<file path="config.mk">
export PLATFORM = sky130hd
export DESIGN_NAME = apb_master_fsm
export DESIGN_NICKNAME = d
export VERILOG_FILES = /design/src/rtl/apb_master_fsm.sv
export SDC_FILE = /design/constraint.sdc
export NUM_CORES = 1
export LEC_CHECK = 0
export ABC_CLOCK_PERIOD_IN_PS = 2500
export CORE_UTILIZATION = 25
export DETAILED_ROUTE_END_ITERATION = 8
export HOLD_SLACK_MARGIN = 0.08
export PLACE_DENSITY = 0.53
export SYNTH_ARGS = -nofsm -noshare
export SYNTH_HDL_FRONTEND = slang
export SYNTH_SLANG_ARGS = --single-unit
</file>
<file path="constraint.sdc">
create_clock -name hclk -period 2.5 [get_ports hclk]
set_input_delay 0.5 -clock hclk [delete_from_list [all_inputs] [get_ports hclk]]
set_output_delay 0.5 -clock hclk [all_outputs]
set_load 0.03 [all_outputs]
</file>
<file path="src/rtl/apb_master_fsm.sv">
// APB requester: turns one decoded bridge request into an APB SETUP/ACCESS transfer.
// Optional ACCESS-phase timeout is compiled in with `define APB_TIMEOUT_EN.
module apb_master_fsm #(
  parameter logic [31:0] SLV0_BASE      = 32'h8000_0000,
  parameter logic [31:0] SLV1_BASE      = 32'h8400_0000,
  parameter logic [31:0] SLV2_BASE      = 32'h8800_0000,
  parameter logic [31:0] SLV_SIZE       = 32'h0400_0000,
  parameter int unsigned TIMEOUT_CYCLES = 16
) (
  input  logic        hclk,
  input  logic        hreset,
  input  logic        req_valid,
  output logic        req_ready,
  input  logic        req_write,
  input  logic [31:0] req_addr,
  input  logic [31:0] req_wdata,
  output logic        rsp_valid,
  output logic [31:0] rsp_rdata,
  output logic        rsp_err,
  output logic [2:0]  pselx,
  output logic        penable,
  output logic        pwrite,
  output logic [31:0] paddr,
  output logic [31:0] pwdata,
  input  logic [31:0] prdata,
  input  logic        pready,
  input  logic        pslverr
);

  if ((SLV_SIZE == 32'd0) || ((SLV_SIZE & (SLV_SIZE - 32'd1)) != 32'd0)) begin : g_size_chk
    $error("SLV_SIZE must be a non-zero power of two");
  end
  if (TIMEOUT_CYCLES > 255) begin : g_timeout_chk
    $error("TIMEOUT_CYCLES must fit the 8-bit wait counter");
  end

  typedef enum logic [1:0] {IDLE, SETUP, ACCESS} state_t;

  state_t     state;
  logic [2:0] dec_sel;

`ifdef APB_TIMEOUT_EN
  localparam logic [7:0] TIMEOUT_LIM = 8'(TIMEOUT_CYCLES);
  logic [7:0] wait_cnt;
`endif

  // Offset-from-base compare cannot overflow even for a window at the top of the map.
  always_comb begin
    dec_sel = 3'b000;
    if ((req_addr - SLV0_BASE) < SLV_SIZE) dec_sel[0] = 1'b1;
    if ((req_addr - SLV1_BASE) < SLV_SIZE) dec_sel[1] = 1'b1;
    if ((req_addr - SLV2_BASE) < SLV_SIZE) dec_sel[2] = 1'b1;
  end

  assign req_ready = (state == IDLE);

  // NOTE: every register here updates with <= so all of them see pre-edge values,
  // and all of them (including the data registers) get a defined reset value.
  always_ff @(posedge hclk) begin
    if (hreset) begin
      state     <= IDLE;
      pselx     <= 3'b000;
      penable   <= 1'b0;
      pwrite    <= 1'b0;
      paddr     <= 32'h0;
      pwdata    <= 32'h0;
      rsp_valid <= 1'b0;
      rsp_rdata <= 32'h0;
      rsp_err   <= 1'b0;
`ifdef APB_TIMEOUT_EN
      wait_cnt  <= 8'h0;
`endif
    end else begin
      rsp_valid <= 1'b0;
      case (state)
        IDLE: begin
          if (req_valid) begin
            if (|dec_sel) begin
              pselx  <= dec_sel;
              paddr  <= req_addr;
              pwdata <= req_wdata;
              pwrite <= req_write;
              state  <= SETUP;
            end else begin
              rsp_valid <= 1'b1;
              rsp_err   <= 1'b1;
              rsp_rdata <= 32'h0;
            end
          end
        end
        SETUP: begin
          penable  <= 1'b1;
          state    <= ACCESS;
`ifdef APB_TIMEOUT_EN
          wait_cnt <= 8'h0;
`endif
        end
        ACCESS: begin
          if (pready) begin
            pselx     <= 3'b000;
            penable   <= 1'b0;
            state     <= IDLE;
            rsp_valid <= 1'b1;
            rsp_err   <= pslverr;
            rsp_rdata <= pwrite ? 32'h0 : prdata;
          end
`ifdef APB_TIMEOUT_EN
          else if (wait_cnt == TIMEOUT_LIM) begin
            pselx     <= 3'b000;
            penable   <= 1'b0;
            state     <= IDLE;
            rsp_valid <= 1'b1;
            rsp_err   <= 1'b1;
            rsp_rdata <= 32'h0;
          end else begin
            wait_cnt <= wait_cnt + 8'd1;
          end
`endif
        end
        default: state <= IDLE;
      endcase
    end
  end

endmodule
</file>
==> results by group <==
Power
  – Clock Power Share: 40.8%
  – Max IR drop VDD: between 200 and 300 uV
  – Total internal power: 2.68 mW
  – Seq pwr share: between 40% and 50%
  – Total power: approximately 3.5 mW
  – P_sw: 0.794 mW
  – Sw Ratio: 22.9%
  – Leakage power: 2.19 nW
  – PD cells: approximately 550 nW/um^2
  – Comb pwr share: 10.3%

Drt
  – WL per Instance: approximately 15 um
  – Detailed Routing Iterations Pass 1: 6
  – Post-route ant nets: 0
  – Vias: 3,479
  – Via-to-Cell Ratio: ~4.4
  – Initial DRC count: roughly 160
  – Routed wire length: 11.6 mm
  – # DRC: 24

Die
  – I/O pin count: between 200 and 250
  – Die span in x: 125 um
  – Core area: around 15,000 sq um
  – Initial core utilization: 25.8%
  – Die area: approximately 16,000 sq um
  – FP Rows: 44
  – Die Height: 125 um

Yosys
  – Post-synth top cells: nand2_1 (116), dfxtp_1 (105), a21oi_1 (56), a22o_1 (32), a21oi_2 (12)
  – Post-synth EDFFs: 0
  – Top-area cell type share of the netlist area: a little under three fifths
  – Yosys warns: 0
  – Ys async rst share: 0%
  – Main synth FF type: dfxtp_1
  – Synth Net Count: 504
  – Seq/Total Area, Yosys: a little under three fifths
  – #FFs+latches synth: 105
  – Syn_area_per_cell: 9.43 sq um
  – Cell taking the most area after synthesis: dfxtp_1
  – Post-synth cell types: 36
  – Synth Instances: 400
  – Top-count cell post-synth: nand2_1
  – Synthesized cell area: 3770 sq um
  – Synth area leaders: dfxtp_1 (56%), nand2_1 (12%), a21oi_1 (7.4%)

GRT
  – Largest net degree at the start of global routing: between 40 and 50
  – Gr usage total: between 10% and 20%
  – Overflow after GRT: 0
  – Number of global-route vias before repair: 3,566
  – Wire length of the first global-routing pass: 18.4 mm
  – Antenna violations before repair: 0

Clock network
  – Clock latency on the worst-skew pair: 0.35 ns
  – CTS H-Tree Depth: 3
  – Clock Sinks: 105
  – Num CTS Buffers: 9
  – CTS tree: built
  – Worst-path clk slew: roughly 0.070 ns
  – Longest Clk Path Bufs: 2
  – Hold_buf cts: 0
  – # resized after CTS: 0
  – CTS root buf: clkbuf_16
  – Postcts setup bufs: 0

Worst hold path
  – Worst Hold Class: reg2reg

Final layout
  – Area grow syn2layout: 68.2%
  – Fraction of layout instances using a drive strength above 1: a little over 10%
  – Finished Cell Area: around 6300 sq um
  – Ant. Diodes: 0
  – Fin nets: 707

Worst setup path
  – CP required: 2.79 ns
  – CP Data Arrival Time: 2.59 ns
  – R2r startpoint: state[1]
  – CP Launch Type: primary input
  – Crit path largest cell delay: 0.49 ns
  – R2R depth: 6
  – CP max-delay cell: clkdlybuf4s50_1
  – Crit path from: req_addr[27]
  – CP Cell Sequence: clkdlybuf4s50_1, inv_1, ha_1, nor2b_1, xnor2_2, a22oi_2, a211oi_4, buf_12, a22o_1
  – Setup CP Type: in2reg
  – R2r endpoint: pwdata[19]
  – Endpoint class of the critical path: flip-flop
  – Reg2reg setup slack: between 0.9 and 1 ns
  – Critical-path maximum fanout: 32
  – Worst setup path end: rsp_rdata[22]

Placed design
  – Area after DPL: about 6000 sq um
  – IO buf count: 205
  – Final HPWL DP: around 8.4 mm
  – RD Place Congestion: ~0.7

Timing
  – Tmin final: 2.30 ns
  – Rel. slew slack: between 70% and 80%
  – Fmax achieved: 435 MHz
  – Worst slew pin tran: around 0.4 ns
  – Final Slew Violations: 0
  – Unrepaired setup endpoints after global routing: no
  – Clk_skew: about 0.0086 ns
  – Fin. Hold Viols: 0
  – Endpoints failing setup: 0
  – Period Utilization, post-route: 92.0%

Run status
  – Status: finished, violations left
  – Failing checks: design-rule violations

Run
  – Max-Cap Viols: 0
==> metal layers <==
layer  vias up  GRT usage [%]  wire (um)
met5         -              0          0
met3        14           4.55        709
li1       1757              -          -
met1      1608           16.6       4740
met2       100           27.1       5910
met4         0           5.95        226
==> stage by stage <==
step           setup WS [ns]  util (%)  instances  setup TNS (ns)  hold WS (ns)
5_1_grt               0.0975      43.3        792               0         0.472
4_1_cts                0.215      43.3        792               0         0.454
6_report               0.201      43.3        792               0         0.452
3_5_place_dp          -0.127      41.3        776           -5.04         0.445
2_1_floorplan          0.465         -        400               0         0.541
3_3_place_gp          -0.117      41.3        776           -5.13         0.438
==> registers in the layout (all words and copies together) (netlist names) <==
name and flops:
paddr 32, pwdata 32, rsp_err 1, pwrite 1
rsp_valid 1, pselx 3, penable 1, rsp_rdata 32
state 2
==> power by group through the flow <==
stage | Combinational [mW] | Clock, mW | Sequential, mW
2_1_floorplan | 0.0923 | 0 | 1.77
3_3_place_gp | 0.356 | 0 | 1.74
3_5_place_dp | 0.358 | 0 | 1.74
4_1_cts | 0.360 | 1.48 | 1.70
5_1_grt | 0.382 | 1.55 | 1.70
6_report | 0.356 | 1.42 | 1.70
==> kinds of logic (layout without fill, tap and decap cells) <==
| logic type | count (synthesis) | count (layout) | share of synthesized area, % |
|---|---|---|---|
| and+or+nand+nor | 147 | 147 | 16.8 |
| AOI/OAI and AO/OA | 111 | 111 | 21.0 |
| DFF | 105 | 105 | 55.7 |
| buffers and inverters | 33 | 241 | 5.17 |
| adders and majority gates | 2 | 2 | 0.663 |
| xor gates and xnor gates | 2 | 2 | 0.663 |
==> worst min path at each step <==
stage                     startpoint    endpoint  slack [ns]  cells past startpoint
after floorplan             state[0]    state[1]        0.54                      2
after global placement    pwdata[30]  pwdata[30]        0.44                      2
after detailed placement    paddr[3]    paddr[3]        0.44                      2
after CTS                   paddr[1]    paddr[1]        0.45                      2
after global routing       pwdata[5]   pwdata[5]        0.47                      2
final                     pwdata[26]  pwdata[26]        0.45                      2
==> layout make-up <==
| type | instances | area, sq um |
|---|---|---|
| clock buffers | 10 | 229 |
| repair buffers | 220 | 2210 |
| flip-flops and latches | 105 | 2100 |
| well taps | 184 | 230 |
| clock inverters | 6 | 66.3 |
| multi-input cells | 262 | 1490 |
| inverters | 5 | 18.8 |
| fillers | 1392 | 8300 |
==> worst max-delay path, delay by kind of cell <==
| family | cells | cell delay, ns |
|---|---|---|
| XOR/XNOR | 1 | 0.27 |
| AND/OR/NAND/NOR | 1 | 0.16 |
| AO/OA/AOI/OAI | 3 | 0.63 |
| buffers and inverters | 3 | 0.78 |
| adder cells (fa/ha/maj) | 1 | 0.22 |
==> layout by cell type (no fill, tap or decap), drive strengths merged, types with 2 or more instances in the layout <==
cell type / n
nand2: 125
a22o: 32
clkinvlp: 3
o21ai: 3
inv: 6
clkdlybuf4s50: 204
buf: 16
a211oi: 3
xnor2: 2
nor3b: 4
a21oi: 68
ha: 2
dfxtp: 105
nor3: 2
clkbuf: 10
nor2: 7
Note: power is estimated with default switching activity, not from simulation.
